**src/rtl/arbitro_pkg.sv**
```systemverilog
`default_nettype none
// ============================================================================
// Module      : arbitro_pkg
// Description : Shared definitions for the charge/discharge arbiter:
//               FSM state encodings and default configuration values.
// Revision    : 1.0 - initial release
// ============================================================================
package arbitro_pkg;

    // Default configuration
    localparam int c_N_REQ_DEF  = 4;   // requesters sharing the unit (2..8)
    localparam int c_T_MAX_DEF  = 16;  // max ESPERA cycles per grant (timeout build)
    localparam int c_T_DESC_DEF = 2;   // DESCARGA length in cycles (>=1)

    // FSM state encodings (2-bit, 0..3)
    typedef enum logic [1:0] {
        INICIAL  = 2'd0,
        ACTIVO   = 2'd1,
        ESPERA   = 2'd2,
        DESCARGA = 2'd3
    } state_t;

endpackage : arbitro_pkg
`default_nettype wire

```
**src/rtl/selector_rr.sv**
```systemverilog
`default_nettype none
// ============================================================================
// Module      : selector_rr
// Description : Combinational round-robin pick. Scans req_i starting at
//               index ptr_i and moving upward with wrap-around; the first
//               set bit wins.
// Ports       : req_i    [N_REQ-1:0]  request vector
//               ptr_i    [PTR_W-1:0]  scan start index
//               winner_o [N_REQ-1:0]  one-hot winner (zero when none)
//               valid_o               at least one request present
// Revision    : 1.0 - initial release
// ============================================================================
module selector_rr #(
    parameter int N_REQ = 4,
    parameter int PTR_W = 2
) (
    input  logic [N_REQ-1:0] req_i,
    input  logic [PTR_W-1:0] ptr_i,
    output logic [N_REQ-1:0] winner_o,
    output logic             valid_o
);

    always_comb begin
        int k;
        k        = 0;
        winner_o = '0;
        valid_o  = 1'b0;
        for (int i = 0; i < N_REQ; i++) begin
            // ptr_i can exceed N_REQ-1 when N_REQ is not a power of two;
            // two conditional subtractions keep k inside the vector.
            k = int'(ptr_i) + i;
            if (k >= N_REQ) k = k - N_REQ;
            if (k >= N_REQ) k = k - N_REQ;
            if (!valid_o && req_i[k]) begin
                winner_o[k] = 1'b1;
                valid_o     = 1'b1;
            end
        end
    end

endmodule : selector_rr
`default_nettype wire

```
**src/rtl/arbitro_descarga.sv**
```systemverilog
`default_nettype none
// ============================================================================
// Module      : arbitro_descarga
// Description : Round-robin arbiter granting one requester at a time access
//               to a shared charge/discharge unit. Sequence per grant:
//               INICIAL -> ACTIVO (1 cycle) -> ESPERA (while req held)
//               -> DESCARGA (T_DESC cycles) -> INICIAL.
//               A request dropped during ACTIVO returns straight to INICIAL
//               without discharging.
// Config      : ARBITRO_TIMEOUT_EN - when defined, ESPERA is bounded to
//               T_MAX cycles and 'timeout' pulses on the forced discharge.
//               When undefined, ESPERA is unbounded and 'timeout' is 0.
// Ports       : clk              clock, rising edge
//               reset            synchronous active-high reset
//               req   [N_REQ-1:0] level requests
//               gnt   [N_REQ-1:0] one-hot grant, zero when idle
//               a_e              unit activate/enable (ACTIVO/ESPERA)
//               c                unit discharge command (DESCARGA)
//               busy             FSM not in INICIAL
//               timeout          one-cycle pulse on forced discharge
// Revision    : 1.0 - initial release
// ============================================================================
module arbitro_descarga
    import arbitro_pkg::*;
#(
    parameter int N_REQ  = c_N_REQ_DEF,
    parameter int T_MAX  = c_T_MAX_DEF,
    parameter int T_DESC = c_T_DESC_DEF
) (
    input  logic             clk,
    input  logic             reset,
    input  logic [N_REQ-1:0] req,
    output logic [N_REQ-1:0] gnt,
    output logic             a_e,
    output logic             c,
    output logic             busy,
    output logic             timeout
);

    localparam int PTR_W = (N_REQ > 1) ? $clog2(N_REQ) : 1;
    localparam int DW    = $clog2(T_DESC) + 1;

    // Elaboration-time parameter sanity checks
    if (N_REQ < 2 || N_REQ > 8) begin : g_bad_nreq
        $error("N_REQ must be in 2..8");
    end
    if (T_DESC < 1) begin : g_bad_tdesc
        $error("T_DESC must be >= 1");
    end
    if (T_MAX < 1) begin : g_bad_tmax
        $error("T_MAX must be >= 1");
    end

    state_t             state_q, state_d;
    logic [N_REQ-1:0]   gnt_q, gnt_d;
    logic [PTR_W-1:0]   ptr_q, ptr_d;
    logic [PTR_W-1:0]   idx_q, idx_d;     // index of the current winner
    logic [DW-1:0]      desc_q, desc_d;

    logic [N_REQ-1:0]   w_winner;
    logic               w_valid;
    logic [PTR_W-1:0]   w_win_idx;
    logic [PTR_W-1:0]   w_ptr_next;
    logic               w_req_win;
    logic               w_ptr_bad;

`ifdef ARBITRO_TIMEOUT_EN
    localparam int CW = $clog2(T_MAX) + 1;
    logic [CW-1:0]      esp_q, esp_d;
    logic               timeout_q, timeout_d;
`endif

    selector_rr #(
        .N_REQ (N_REQ),
        .PTR_W (PTR_W)
    ) u_selector_rr (
        .req_i    (req),
        .ptr_i    (ptr_q),
        .winner_o (w_winner),
        .valid_o  (w_valid)
    );

    // One-hot to index of the selected requester
    always_comb begin
        w_win_idx = '0;
        for (int i = 0; i < N_REQ; i++) begin
            if (w_winner[i]) w_win_idx = PTR_W'(i);
        end
    end

    assign w_ptr_next = (idx_q == PTR_W'(N_REQ - 1)) ? '0 : idx_q + 1'b1;
    // Only the granted requester's line matters while busy
    assign w_req_win  = |(req & gnt_q);
    assign w_ptr_bad  = ({1'b0, ptr_q} >= (PTR_W + 1)'(N_REQ));

    always_comb begin
        state_d = state_q;
        gnt_d   = gnt_q;
        ptr_d   = ptr_q;
        idx_d   = idx_q;
        desc_d  = desc_q;
`ifdef ARBITRO_TIMEOUT_EN
        esp_d     = esp_q;
        timeout_d = 1'b0;
`endif
        case (state_q)
            INICIAL: begin
                if (w_valid) begin
                    gnt_d   = w_winner;
                    idx_d   = w_win_idx;
                    state_d = ACTIVO;
                end
            end
            ACTIVO: begin
                if (w_req_win) begin
                    state_d = ESPERA;
`ifdef ARBITRO_TIMEOUT_EN
                    esp_d   = '0;
`endif
                end else begin
                    state_d = INICIAL;
                    gnt_d   = '0;
                    ptr_d   = w_ptr_next;
                end
            end
            ESPERA: begin
                if (!w_req_win) begin
                    state_d = DESCARGA;
                    desc_d  = '0;
                end
`ifdef ARBITRO_TIMEOUT_EN
                else if (esp_q >= CW'(T_MAX - 1)) begin
                    state_d   = DESCARGA;
                    desc_d    = '0;
                    timeout_d = 1'b1;
                end else begin
                    esp_d = esp_q + 1'b1;
                end
`endif
            end
            DESCARGA: begin
                if (desc_q >= DW'(T_DESC - 1)) begin
                    state_d = INICIAL;
                    gnt_d   = '0;
                    ptr_d   = w_ptr_next;
                end else begin
                    desc_d = desc_q + 1'b1;
                end
            end
            default: begin
                state_d = INICIAL;
                gnt_d   = '0;
            end
        endcase

        // A corrupted pointer abandons any grant and restarts the rotation
        if (w_ptr_bad) begin
            state_d = INICIAL;
            gnt_d   = '0;
            ptr_d   = '0;
        end
    end

    always_ff @(posedge clk) begin
        if (reset) begin
            state_q <= INICIAL;
            gnt_q   <= '0;
            ptr_q   <= '0;
            idx_q   <= '0;
            desc_q  <= '0;
`ifdef ARBITRO_TIMEOUT_EN
            esp_q     <= '0;
            timeout_q <= 1'b0;
`endif
        end else begin
            state_q <= state_d;
            gnt_q   <= gnt_d;
            ptr_q   <= ptr_d;
            idx_q   <= idx_d;
            desc_q  <= desc_d;
`ifdef ARBITRO_TIMEOUT_EN
            esp_q     <= esp_d;
            timeout_q <= timeout_d;
`endif
        end
    end

    // Moore output decode
    assign gnt  = gnt_q;
    assign a_e  = (state_q == ACTIVO) || (state_q == ESPERA);
    assign c    = (state_q == DESCARGA);
    assign busy = (state_q != INICIAL);
`ifdef ARBITRO_TIMEOUT_EN
    assign timeout = timeout_q;
`else
    assign timeout = 1'b0;
`endif

endmodule : arbitro_descarga
`default_nettype wire
```
**config.mk**
```make
export PLATFORM = sky130hd
export DESIGN_NAME = arbitro_descarga
export DESIGN_NICKNAME = d
export VERILOG_FILES = /design/src/rtl/arbitro_pkg.sv /design/src/rtl/selector_rr.sv /design/src/rtl/arbitro_descarga.sv
export SDC_FILE = /design/constraint.sdc
export NUM_CORES = 1
export LEC_CHECK = 0
export ABC_AREA = 0
export BUFFER_PORTS_ARGS = -buffer_cell sky130_fd_sc_hd__buf_2
export CORE_ASPECT_RATIO = 1.2
export CORE_MARGIN = 10
export CORE_UTILIZATION = 55
export CTS_BUF_LIST = sky130_fd_sc_hd__clkbuf_4 sky130_fd_sc_hd__clkbuf_8 sky130_fd_sc_hd__clkbuf_16
export CTS_CLUSTER_DIAMETER = 100
export DETAILED_ROUTE_END_ITERATION = 8
export HOLD_SLACK_MARGIN = 0.1
export PLACE_DENSITY_LB_ADDON = 0.08
export SETUP_SLACK_MARGIN = 0.1
export SLEW_MARGIN = 20
export SYNTH_ARGS = -nofsm -noshare
export SYNTH_HDL_FRONTEND = slang
export SYNTH_SLANG_ARGS = --single-unit
```
**constraint.sdc**
```tcl
create_clock -name clk -period 3.4 [get_ports clk]
set_input_delay 0.68 -clock clk [delete_from_list [all_inputs] [get_ports clk]]
set_output_delay 0.68 -clock clk [all_outputs]
set_load 0.02 [all_outputs]
```
Yosys cells after proc, flatten, opt, wreduce, memory -nomap -nowiden
Cells that the tools add are included.

operators by class
  add/sub/neg operators = 13
  multiply operators = 0
  div/mod/pow operators = 0
  order comparisons = 17
  equality and inequality tests = 9
  shift operators = 0
  multiplexer cells = 55
  bitwise operators = 4
  reductions and logical operators = 22

operators with widths
  kind                     count
  $mux W32                 8
  $ge A32 B4 Y1 const B    7
  $sub A32 B4 Y32 const B  7
  $ge A32 B1 Y1 const B    4
  $lt A32 B4 Y1 const B    4
  $mux W4                  7
  $mux W2                  11
  $mux W1                  17
  $or A4 B4 Y4             3
  $pmux W4 S3              1
  $reduce_and A3 Y1        3
  $bmux W1 S2              4
  $demux W1 S2             4
  $pmux W2 S2              2
  $pmux W2 S4              1
  $logic_and A1 B1 Y1      7
  $add A2 B2 Y3 const B    2
  $eq A2 B2 Y1 const B     3
  $ne A2 B2 Y1 const B     3
  $reduce_bool A2 Y1       3
  $add A2 B1 Y2 const B    2
  $and A4 B4 Y4            1
  $ne A2 B1 Y1 const B     2
  $reduce_and A4 Y1        1
  other kinds (11)         13

storage, ports and cells
  register bits after elaboration = 12
  bits in latches = 0
  memory bits (writable) = 0
  ROM bits = 0
  input port bits = 6
  output and inout bits = 8
  memories kept = 0

Longest topological paths before layout
Gate-level depths: netlist (run 1).

  depth after elaboration = 20
  mapped depth = 8

Hierarchy
From an unflattened synthesis (run 1), not the netlist that was laid out.

unflattened totals
  cell total of the unflattened synthesis = 138
  area, all modules = 1,126.1 µm²

by module, submodules not included
  module            instances  cells each  area an instance (µm²)  sequential area each (µm²)
  arbitro_descarga  1          79          668.1                   240.2
  selector_rr       1          59          457.9                   0.0

Worst setup path after synthesis (run 1)
OpenSTA, ideal clock, no wires.

  kind = flip-flop to flip-flop
  start point = reg ptr_q[0]
  end point = reg idx_q[0]
  library setup time = 0.079 ns
  arrival time = 2.151 ns
  required time = 3.321 ns
  setup slack = 1.169 ns
  stages on the path, launching flop included = 9
  buffers on the path = 0
  period minus slack after synthesis = 2.231 ns
  cell sequence = dfxtp_1 inv_1 ha_1 or3b_1 a211o_1 o21ai_4 o2bb2ai_2 nor2_1 a211oi_2

on the way
  cells in the longest elaborated chain, start to end = 20
  elaborated cells on any way between the ends = 80

ends and longest elaborated chain
  item                                                                      line                     source
  start, declared                                                           arbitro_descarga.sv:56   logic [PTR_W-1:0] ptr_q, ptr_d;
  start signal, assigned                                                    arbitro_descarga.sv:178  ptr_q <= ptr_d;
  parallel branches: the longest is 20 deep, another holds $sub A32 B4 Y32  --
  end signal, assigned                                                      arbitro_descarga.sv:179  idx_q <= idx_d;
  end, declared                                                             arbitro_descarga.sv:57   logic [PTR_W-1:0] idx_q, idx_d;

Several ways; the timed one is not identified. The select of a mux whose other input is x is not followed.
A chain may end at the register's enable or synchronous reset.

Worst setup path after layout (run 1)
  start point = reg ptr_q[0]
  end point = reg idx_q[1]

on the way
  cells in the longest elaborated chain, start to end = 19
  elaborated cells on any way between the ends = 79

ends and longest elaborated chain
  item
  parallel branches: the longest is 19 deep, another holds $sub A32 B4 Y32

Several ways; the timed one is not identified. The select of a mux whose other input is x is not followed.

==> results of run 1 <==
## sequential cells by signal, summed over array words and instances (netlist names), named ones only
name	cells
desc_q	2
gnt	4
idx_q	2
ptr_q	2
state_q	1
## critical path, cell delays in order (launching register included)
cell	delay, ns
dfxtp_1	0.31
buf_4	0.19
inv_1	0.14
ha_1	0.40
mux2i_1	0.22
mux2_2	0.36
a211oi_1	0.32
o2bb2ai_2	0.13
nor3_1	0.19
nor3_1	0.08
## final cells by class
| cell class | count | area [sq um] | area share |
|---|---|---|---|
| multi-input cells | 103 | 786 | 0.664 |
| flip-flops and latches | 12 | 240 | 0.203 |
| repair buffers | 13 | 67.6 | 0.0571 |
| clock buffers | 4 | 36.3 | 0.0307 |
| inverters | 8 | 30.0 | 0.0254 |
| well taps | 19 | 23.8 | 0.0201 |
## worst paths after layout
kind                              start                     to  slack [ns]
setup / recovery  ptr_q[0]$_SDFFE_PP0P_  idx_q[1]$_SDFFE_PP0P_        0.94
hold / removal    idx_q[1]$_SDFFE_PP0P_  idx_q[1]$_SDFFE_PP0P_        0.50
setup reg to reg  ptr_q[0]$_SDFFE_PP0P_  idx_q[1]$_SDFFE_PP0P_        0.94
hold reg to reg   idx_q[1]$_SDFFE_PP0P_  idx_q[1]$_SDFFE_PP0P_        0.50
## placed cells by master, fill, tap and decap left out, types with 2 or more instances in the layout
master / count
a211oi_1: 3
a211oi_2: 2
a21oi_1: 3
a22o_1: 5
a22oi_1: 5
buf_2: 12
clkbuf_4: 3
dfxtp_1: 12
ha_1: 13
inv_1: 8
mux2i_1: 6
nand2_1: 11
nand2b_1: 6
nand3_1: 2
nor2_1: 10
nor2b_1: 4
nor3_1: 4
o21ai_0: 3
o21ai_1: 2
o22ai_1: 6
o2bb2ai_2: 2
## stage by stage
step	instances	utilization	setup WS [ns]	instance area, sq um	total power, mW
6_report	159	0.640	0.941	1180	0.547
3_3_place_gp	155	0.620	1.04	1150	0.427
4_1_cts	159	0.640	0.945	1180	0.548
5_1_grt	159	0.640	0.804	1180	0.589
3_5_place_dp	155	0.620	0.964	1150	0.434
2_1_floorplan	127	-	1.17	1070	0.372
## kinds of logic (layout without fill, tap and decap cells)
group           after synthesis  count (layout)  share of synthesized area
compound gates               36              36                      0.269
fa+ha+maj                    13              13                      0.151
simple gates                 44              44                      0.210
flops                        12              12                      0.224
mux                           9               9                     0.0978
other cells                   1               1                    0.00349
buf+inv                      12              25                     0.0454
## power by group
part | switching, mW | total, mW | internal (mW)
Sequential | 0.0187 | 0.179 | 0.160
Combinational | 0.151 | 0.253 | 0.102
Clock | 0.0498 | 0.115 | 0.0652
Total | 0.219 | 0.547 | 0.327
## per-layer routing
layer	wire length, um	track usage
met1	980	0.134
met2	1330	0.240
met3	109	0.0241
met4	25	0.0478
met5	0	0
==> metrics.md, run 1 <==
| Metric | Value |
|---|---|
| Number of buffers created by CTS | `3` |
| Maximum buffer depth of the clock tree | `2` |
| Die Y-Extent | `a little under 70 um` |
| Kind of capture point of the worst setup path | `register` |
| Final critical path time including I/O delays and setup | `between 2 and 2.5 ns` |
| Final sum of negative setup slack | `0 ns` |
| Worst IR drop on VDD | `between 200 and 300 uV` |
| Number of warnings issued by yosys | `0` |
| Sequential-to-total area share from yosys stat | `0.224` |
| Initial Utilization | `0.581` |
| PostCTS Resize Cnt | `0` |
| Chip width | `60.4 um` |
| CP Data Arrival Time | `2.63 ns` |
| Share of post-route cells with drive strength above 1 | `0.179` |
| Power per Cell Area | `between 400 and 500 mW/mm^2` |
| Main flop type after synthesis | `dfxtp_1` |
| Most frequent cells after synthesis | `13 x ha_1, 12 x dfxtp_1, 11 x nand2_1` |
| Worst hold slack | `0.504 ns` |
| Global-route wire length before repair | `about 4200 um` |
| Pre-Repair DR Iteration Count | `4` |
| Post-route ant nets | `0` |
| Die area | `just over 0.004 sq mm` |
| Layout-stage area growth over the synthesis result | `10.1%` |
| Setup Crit Path Kind | `register to register` |
| Top area cells in the synthesized netlist | `dfxtp_1 22%, ha_1 15%, mux2i_1 5.6%` |
| Tightest slew margin relative to the limit | `0.570` |
| Critical path fanouts, max | `16` |
| Setup bufs post-CTS | `0` |
| Average cell area after synthesis | `approximately 8.5 sq um` |
| Synth Instances | `about 130` |
| Startpoint types | `register` |
| Number of synthesized flops with an enable pin | `0` |
| Wire per inst | `between 15 and 20 um` |
| Hold Path Class | `register to register` |
| DP Wirelength | `~2000 um` |
| Leakage Power | `just under 0.5 nW` |
| First DRT Iteration DRCs | `24` |
| CTS Hold Buffers Added | `0` |
| Top-area cell type share of the netlist area | `0.224` |
| Worst clock skew | `0.00936 ns` |
| TritonCTS clock tree | `done` |
| Number of fill cells in the layout | `171` |
| Via-to-Cell Ratio | `6.27` |
| Cell area after technology mapping | `between 0.001 and 0.0015 sq mm` |
| Pin count of the biggest net entering global routing | `17` |
| Most area-hungry cell type in the Yosys netlist | `dfxtp_1` |
| Final-stage net count | `between 150 and 200` |
| # IOs | `14` |
| Worst Hold Path Cells | `2` |
| Count of final setup violators | `0` |
| RD Place Congestion | `approximately 0.83` |
| Antenna violations before repair | `0` |
| Async set-or-reset flop fraction in the synthesized netlist | `0` |
| Share of the cycle needed by the critical path after routing | `0.723` |
| Cell with the most instances after synthesis | `ha_1` |
| Cell at the root of the clock tree | `clkbuf_4` |
| I/O Buffers | `12` |
| GRT Residual Overflow | `0` |
| N_diodes | `0` |
| H-tree lvl count | `1` |
| Core area | `between 0.0015 and 0.002 sq mm` |
| Setup repair after global routing missed its margin | `false` |
| Via count of the routed design | `approximately 1000` |
| Clk Latency, worst-skew pair | `0.28 ns` |
| Count of standard-cell rows | `17` |
| Total Wirelength | `2450 um` |
| Net Count, Synth | `146` |
| Final-report hold violation count | `0` |
| Number of maximum-capacitance violations | `0` |
| Post-CTS clock slew at the launch and capture registers of the worst setup and hold paths | `roughly 0.080 ns` |
| Number of register bits inferred by synthesis | `12` |
| Combined global-route utilization of all metal layers | `0.127` |
| Slew @ Worst Pin | `between 0.6 and 0.7 ns` |
| Max Freq | `slightly above 400 MHz` |
| Number of max-slew violations in the final report | `0` |
| Worst Reg-to-Reg Cells | `9` |
| Number of sinks on the clock net | `12` |
| Residual DRC | `0` |
| Via count of the first global-routing pass | `approximately 960` |
| Data required time at the worst endpoint | `~3.6 ns` |
| Status | `finished, final reports clean` |
| Number of distinct standard cells referenced by the synthesized netlist | `38` |
No activity file was read; power rests on OpenSTA's default activity.
==> inputs of run 2 (changes only) <==
==> constraint.sdc (replaced) <==
create_clock -name clk -period 2.5 [get_ports clk]
set_input_delay 0.5 -clock clk [delete_from_list [all_inputs] [get_ports clk]]
set_output_delay 0.5 -clock clk [all_outputs]
set_load 0.02 [all_outputs]
==> metrics.md, run 2 (synthesis results as in run 1) <==
| Metric | Value |
|---|---|
| Layout-stage area growth over the synthesis result | `11.5%` |
| CP Data Arrival Time | `2.40 ns (-0.23 ns)` |
| Power share of the combinational group | `0.477 (+0.015)` |
| N_diodes | `0 (unchanged)` |
| H-tree lvl count | `1 (unchanged)` |
| Sequential share of power | `0.311 (-0.017)` |
| Startpoint of the lowest-slack hold path | `reset` |
| Global-route wire length before repair | `4250 um (+2.2%)` |
| Final-stage net count | `162 (+1.3%)` |
| Core utilization of the finished layout | `0.648 (+0.00811)` |
| Data required time at the worst endpoint | `2.72 ns (-0.85 ns)` |
| Clock Power Share | `0.212 (+0.002)` |
| Power per Cell Area | `634 mW/mm^2 (+37%)` |
| List of cells traversed by the critical path | `inv_1 -> ha_1 -> or3b_1 -> a211o_1 -> o21ai_4 -> o2bb2ai_1 -> nand2b_1 -> a211oi_2` |
| Number of max-slew violations in the final report | `0 (unchanged)` |
| Final-report hold violation count | `0 (unchanged)` |
| Kind of capture point of the worst setup path | `register` |
| Setup crit start | `ptr_q[0]$_SDFFE_PP0P_` |
| Pre-Repair DR Iteration Count | `4 (unchanged)` |
| Tightest slew margin relative to the limit | `0.482 (-0.0878)` |
| Die Y-Extent | `68.4 um (unchanged)` |
| Post-CTS clock slew at the launch and capture registers of the worst setup and hold paths | `0.08 ns (about the same)` |
| Die area | `0.00413 sq mm (unchanged)` |
| Internal cell power | `453 uW (+38%)` |
| Wire per inst | `16.1 um (+4.8%)` |
| Pin count of the biggest net entering global routing | `16 (-1)` |
| Startpoint types | `register` |
| Chip width | `60.4 um (unchanged)` |
| Max Freq | `458 MHz (+13%)` |
| Via count of the first global-routing pass | `998 (+3.5%)` |
| CTS Hold Buffers Added | `0 (unchanged)` |
| Count of standard-cell rows | `17 (unchanged)` |
| Largest delay share family, worst path | `compound AO/OA/AOI/OAI gates` |
| Via count of the routed design | `966 (-3.1%)` |
| I/O Buffers | `12 (unchanged)` |
| Most frequent cells in the layout | `13 x ha_1, 12 x dfxtp_1, 12 x buf_2, 11 x nand2_1, 10 x nor2_1` |
| Share of post-route cells with drive strength above 1 | `0.190 (+0.0116)` |
| GRT Residual Overflow | `0 (unchanged)` |
| Combined global-route utilization of all metal layers | `0.131 (+0.00324)` |
| Pwr Total | `760 uW (+39%)` |
| Clk Latency, worst-skew pair | `0.29 ns (about the same)` |
| Beginning of the worst register-to-register path | `ptr_q[0]$_SDFFE_PP0P_` |
| # IOs | `14 (unchanged)` |
| Count of final setup violators | `0 (unchanged)` |
| Crit path buffers/inverters | `1 (-1)` |
| Residual DRC | `0 (unchanged)` |
| Worst IR drop on VDD | `464 uV (+71%)` |
| Slew @ Worst Pin | `0.766 ns (+0.130 ns)` |
| RD Place Congestion | `0.917 (+11%)` |
| Leakage Power | `0.505 nW (+2.0%)` |
| First DRT Iteration DRCs | `17 (-29%)` |
| Critical path fanouts, max | `6 (-10)` |
| Core area | `0.00185 sq mm (unchanged)` |
| Worst hold slack | `0.500 ns (-0.00371 ns)` |
| Peak per-stage delay on the critical path | `0.39 ns (about the same)` |
| Worst clock skew | `0.00949 ns (+0.000135 ns)` |
| Setup bufs post-CTS | `0 (unchanged)` |
| Setup Crit Path Kind | `register to register` |
| Maximum buffer depth of the clock tree | `2 (unchanged)` |
| Setup repair after global routing missed its margin | `false` |
| DP Wirelength | `2050 um (+4.9%)` |
| Setup slack, reg-to-reg | `0.32 ns (-0.62 ns)` |
| Final sum of negative setup slack | `0 ns (unchanged)` |
| Initial Utilization | `0.581 (unchanged)` |
| TritonCTS clock tree | `done` |
| Switching power of the nets | `307 uW (+40%)` |
| Total Wirelength | `2600 um (+6.1%)` |
| Status | `finished, final reports clean` |
| Final critical path time including I/O delays and setup | `2.18 ns (-0.276 ns)` |
| Number of buffers created by CTS | `3 (unchanged)` |
| Number of sinks on the clock net | `12 (unchanged)` |
| Cell at the root of the clock tree | `clkbuf_4` |
| Antenna violations before repair | `0 (unchanged)` |
| Share of the cycle needed by the critical path after routing | `0.873 (+0.150)` |
| PostCTS Resize Cnt | `0 (unchanged)` |
| Number of maximum-capacitance violations | `0 (unchanged)` |
| Slowest cell on crit path | `or3b_1` |
| Most common library cell in the layout ignoring fill and taps | `ha_1` |
| Via-to-Cell Ratio | `6.00 (-4.3%)` |
| Switching power share of the total | `0.404 (+0.00317)` |
| Post-route ant nets | `0 (unchanged)` |
| Number of flip-flops in the largest register | `4 (unchanged)` |
| Hold Path Class | `primary input to register` |
run 2: path summary, 6_finish.rpt:
path,endpoint,depth (start not counted)
max reg2reg,idx_q[0]$_SDFFE_PP0P_,8
max,idx_q[0]$_SDFFE_PP0P_,8
min,idx_q[0]$_SDFFE_PP0P_,2
min reg2reg,idx_q[1]$_SDFFE_PP0P_,2
run 2: layout make-up:
cell class	instances	area (sq um)
Inverter	8	30.0
Clock buffer	4	36.3
Sequential cell	12	240
Tap cell	19	23.8
Fill cell	177	652
Timing Repair Buffer	15	82.6
Multi-Input combinational cell	103	786
run 2: per-stage QoR:
step                      std cells  cell area, sq um  setup slack (ns)
after floorplan                 127              1070             0.269
after global placement          157              1160             0.412
after detailed placement        157              1160             0.345
after CTS                       161              1200             0.318
after global routing            161              1200             0.204
final                           161              1200             0.317
run 2: metal layers:
| metal | global-route usage | wire length (um) |
|---|---|---|
| met3 | 0.0278 | 81 |
| met1 | 0.124 | 1080 |
| met2 | 0.254 | 1400 |
| met5 | 0 | 0 |
| met4 | 0.0646 | 40 |
run 2: power groups by stage:
stage	combinational [mW]	sequential, mW	clock [mW]
after global routing	0.394	0.241	0.171
after CTS	0.361	0.236	0.161
final	0.363	0.236	0.161
after detailed placement	0.359	0.241	0
after global placement	0.348	0.240	0
after floorplan	0.245	0.260	0
==> inputs of run 3 (changes only) <==
--- a/config.mk
+++ b/config.mk
@@ -19,4 +19,5 @@
 export SLEW_MARGIN = 20
 export SYNTH_ARGS = -nofsm -noshare
 export SYNTH_HDL_FRONTEND = slang
+export SYNTH_HIERARCHICAL = 1
 export SYNTH_SLANG_ARGS = --single-unit
==> metrics.md, run 3 <==
| Metric | Value |
|---|---|
| Status | `finished, final reports clean` |
| Critical path fanouts, max | `4 (-2)` |
| Via count of the routed design | `1111 (+15%)` |
| Number of max-slew violations in the final report | `0 (unchanged)` |
| Top area cells in the synthesized netlist | `dfxtp_1 21%, ha_1 16%, mux2i_1 7.1%` |
| Clk Latency, worst-skew pair | `0.28 ns (about the same)` |
| Top-area cell type share of the netlist area | `0.213 (-0.0102)` |
| Cell with the most instances after synthesis | `ha_1` |
| Maximum buffer depth of the clock tree | `2 (unchanged)` |
| Final standard cell count with taps included and fillers excluded | `176 (+9.3%)` |
| RD Place Congestion | `0.968 (+5.6%)` |
| H-tree lvl count | `1 (unchanged)` |
| Hold Path Class | `register to register` |
| Die area | `0.00426 sq mm (+3.3%)` |
| Final sum of negative setup slack | `0 ns (unchanged)` |
| Kind of capture point of the worst setup path | `register` |
| Layout-stage area growth over the synthesis result | `19.7%` |
| Post-CTS clock slew at the launch and capture registers of the worst setup and hold paths | `0.07 ns (about the same)` |
| Net Count, Synth | `158 (+8.2%)` |
| Leakage Power | `0.551 nW (+9.1%)` |
| Cell at the root of the clock tree | `clkbuf_4` |
| TritonCTS clock tree | `done` |
| CTS Hold Buffers Added | `0 (unchanged)` |
| Startpoint of the lowest-slack hold path | `desc_q[0]$_SDFFE_PP0P_` |
| # IOs | `14 (unchanged)` |
| GRT Residual Overflow | `0 (unchanged)` |
| Wire per inst | `15.8 um (-2.1%)` |
| Switching power of the nets | `378 uW (+23%)` |
| Final-stage net count | `178 (+9.9%)` |
| Total Wirelength | `2780 um (+7.0%)` |
| CP Data Arrival Time | `2.54 ns (+0.14 ns)` |
| Worst Hold Path Cells | `2 (unchanged)` |
| Most area-hungry cell type in the Yosys netlist | `dfxtp_1` |
| Cell area after technology mapping | `0.00113 sq mm (+4.8%)` |
| Number of maximum-capacitance violations | `0 (unchanged)` |
| Most frequent cells after synthesis | `14 x ha_1, 12 x dfxtp_1, 11 x a21oi_1` |
| Antenna violations before repair | `0 (unchanged)` |
| Number of buffers created by CTS | `3 (unchanged)` |
| Startpoint types | `register` |
| Number of distinct standard cells referenced by the synthesized netlist | `38 (unchanged)` |
| Setup Crit Path Kind | `register to register` |
| Number of synthesized flops with an enable pin | `0 (unchanged)` |
| Switching power share of the total | `0.411 (+0.00713)` |
| Beginning of the worst register-to-register path | `ptr_q[1]$_SDFFE_PP0P_` |
| FF-to-FF End | `gnt[2]$_SDFFE_PP0P_` |
| Count of standard-cell rows | `17 (unchanged)` |
| Synth Instances | `138 (+8.7%)` |
| Most frequent cells in the layout | `13 x ha_1, 12 x buf_2, 10 x dfxtp_1` |
| Async set-or-reset flop fraction in the synthesized netlist | `0 (unchanged)` |
| Post-placement setup slack | `0.0681 ns (-0.277 ns)` |
| Worst Reg-to-Reg Cells | `9 (+1)` |
| Clock Power Share | `0.168 (-0.044)` |
| Sequential share of power | `0.274 (-0.037)` |
| Via-to-Cell Ratio | `6.31 (+5.2%)` |
| Most common library cell in the layout ignoring fill and taps | `ha_1` |
| Number of register bits inferred by synthesis | `12 (unchanged)` |
| Post-route ant nets | `0 (unchanged)` |
| Setup repair after global routing missed its margin | `true` |
| Worst IR drop on VDD | `490 uV (+5.7%)` |
| Total placed cells including tap cells | `170 (+8.3%)` |
| Slack of the critical path | `0.178 ns (-0.139 ns)` |
| Max Freq | `431 MHz (-6.0%)` |
| Die Y-Extent | `69.6 um (+1.7%)` |
| Worst clock skew | `0.00312 ns (-0.00637 ns)` |
| First DRT Iteration DRCs | `66 (+49)` |
| Main flop type after synthesis | `dfxtp_1` |
| Pin count of the biggest net entering global routing | `17 (+1)` |
| Residual DRC | `0 (unchanged)` |
| I/O Buffers | `12 (unchanged)` |
| Setup crit start | `ptr_q[1]$_SDFFE_PP0P_` |
| N_diodes | `0 (unchanged)` |
| Count of final setup violators | `0 (unchanged)` |
| Share of the cycle needed by the critical path after routing | `0.929 (+0.0557)` |
| Power share of the combinational group | `0.558 (+0.081)` |
| Combined global-route utilization of all metal layers | `0.136 (+0.00582)` |
| End point of the worst hold path | `desc_q[0]$_SDFFE_PP0P_` |
| Final critical path time including I/O delays and setup | `2.32 ns (+0.139 ns)` |
| Average cell area after synthesis | `8.16 sq um (-3.6%)` |
| Sequential-to-total area share from yosys stat | `0.213 (-0.0102)` |
| Number of sinks on the clock net | `12 (unchanged)` |
| Number of flip-flops in the largest register | `4 (unchanged)` |
| Number of warnings issued by yosys | `6 (+6)` |
| Initial Utilization | `0.595 (+0.0140)` |
| Power per Cell Area | `681 mW/mm^2 (+7.5%)` |
| Global-route wire length before repair | `4660 um (+9.6%)` |
| Chip width | `61.3 um (+1.6%)` |
| Core area | `0.00189 sq mm (+2.3%)` |
| Internal cell power | `541 uW (+19%)` |
| Data required time at the worst endpoint | `2.72 ns (about the same)` |
| Pre-Repair DR Iteration Count | `4 (unchanged)` |
| Share of post-route cells with drive strength above 1 | `0.255 (+0.0646)` |
| Final-report hold violation count | `0 (unchanged)` |
| Via count of the first global-routing pass | `1065 (+6.7%)` |
| DP Wirelength | `2170 um (+5.8%)` |
| Setup slack, reg-to-reg | `0.18 ns (-0.14 ns)` |
[run 3: changes by cell type after synthesis, sizes merged, moves of 3 or more]
cell,change
or4b,+3
a22oi,-3
nand4,+3
nand2,-4
a22o,-5
a21oi,+8
[run 3: how the worst max path moves through the flow]
stage	endpoint	slack, ns	cells after the start
4_1_cts	gnt[2]$_SDFFE_PP0P_	0.14	9
5_1_grt	gnt[2]$_SDFFE_PP0P_	0.09	9
2_1_floorplan	gnt[3]$_SDFFE_PP0P_	0.05	10
3_3_place_gp	gnt[3]$_SDFFE_PP0P_	0.12	8
6_report	gnt[2]$_SDFFE_PP0P_	0.18	9
3_5_place_dp	gnt[2]$_SDFFE_PP0P_	0.07	9
[run 3: stage by stage]
| step | util | hold WS [ns] | cell area (sq um) | power (mW) |
|---|---|---|---|---|
| 6_report | 0.712 | 0.481 | 1350 | 0.918 |
| 3_3_place_gp | 0.668 | 0.463 | 1260 | 0.722 |
| 2_1_floorplan | - | 0.450 | 1170 | 0.616 |
| 5_1_grt | 0.712 | 0.519 | 1350 | 0.986 |
| 4_1_cts | 0.691 | 0.485 | 1310 | 0.892 |
| 3_5_place_dp | 0.668 | 0.474 | 1260 | 0.730 |
[run 3: routing by layer]
| layer | share of wire | vias up | GRT usage |
|---|---|---|---|
| li1 | - | 553 | - |
| met1 | 0.41 | 517 | 0.150 |
| met2 | 0.52 | 34 | 0.229 |
| met3 | 0.045 | 7 | 0.0219 |
| met4 | 0.025 | 0 | 0.0806 |
| met5 | 0 | - | 0 |
[run 3: timing repair]
action	4_1_cts	5_1_grt
pin swaps	0	3
setup buffers	1	1
endpoints found under the setup margin	4	4
cloned	0	0
resized for setup	0	5
[run 3: critical path, cell delays in order, from the launching register on]
cell and delay, ns:
dfxtp_4 0.36, inv_4 0.05, ha_4 0.24, or3b_1 0.35, a2111o_1 0.41, nand3_4 0.11, o2bb2ai_4 0.13, inv_1 0.07
or4_1 0.40, a21oi_1 0.15
[run 3: power groups by stage]
stage	Clock, mW	Combinational [mW]	Sequential, mW
2_1_floorplan	0	0.345	0.272
3_3_place_gp	0	0.461	0.262
3_5_place_dp	0	0.465	0.264
4_1_cts	0.159	0.482	0.251
5_1_grt	0.165	0.565	0.255
6_report	0.155	0.513	0.251
[run 3: layout make-up]
cell class,instances,area (sq um)
timing repair buffer,21,128
clock buffer,4,36.3
inverter,10,40.0
multi-input combinational,110,875
fill,150,546
tap,19,23.8
sequential,12,245
[run 3: cells by family after synthesis]
family,count (synthesis),synth area share
AOI/OAI and AO/OA,42,0.247
adders and majority gates,14,0.156
buffers and inverters,16,0.0656
DFF,12,0.213
muxes,11,0.101
other,1,0.00333
and+or+nand+nor,42,0.214
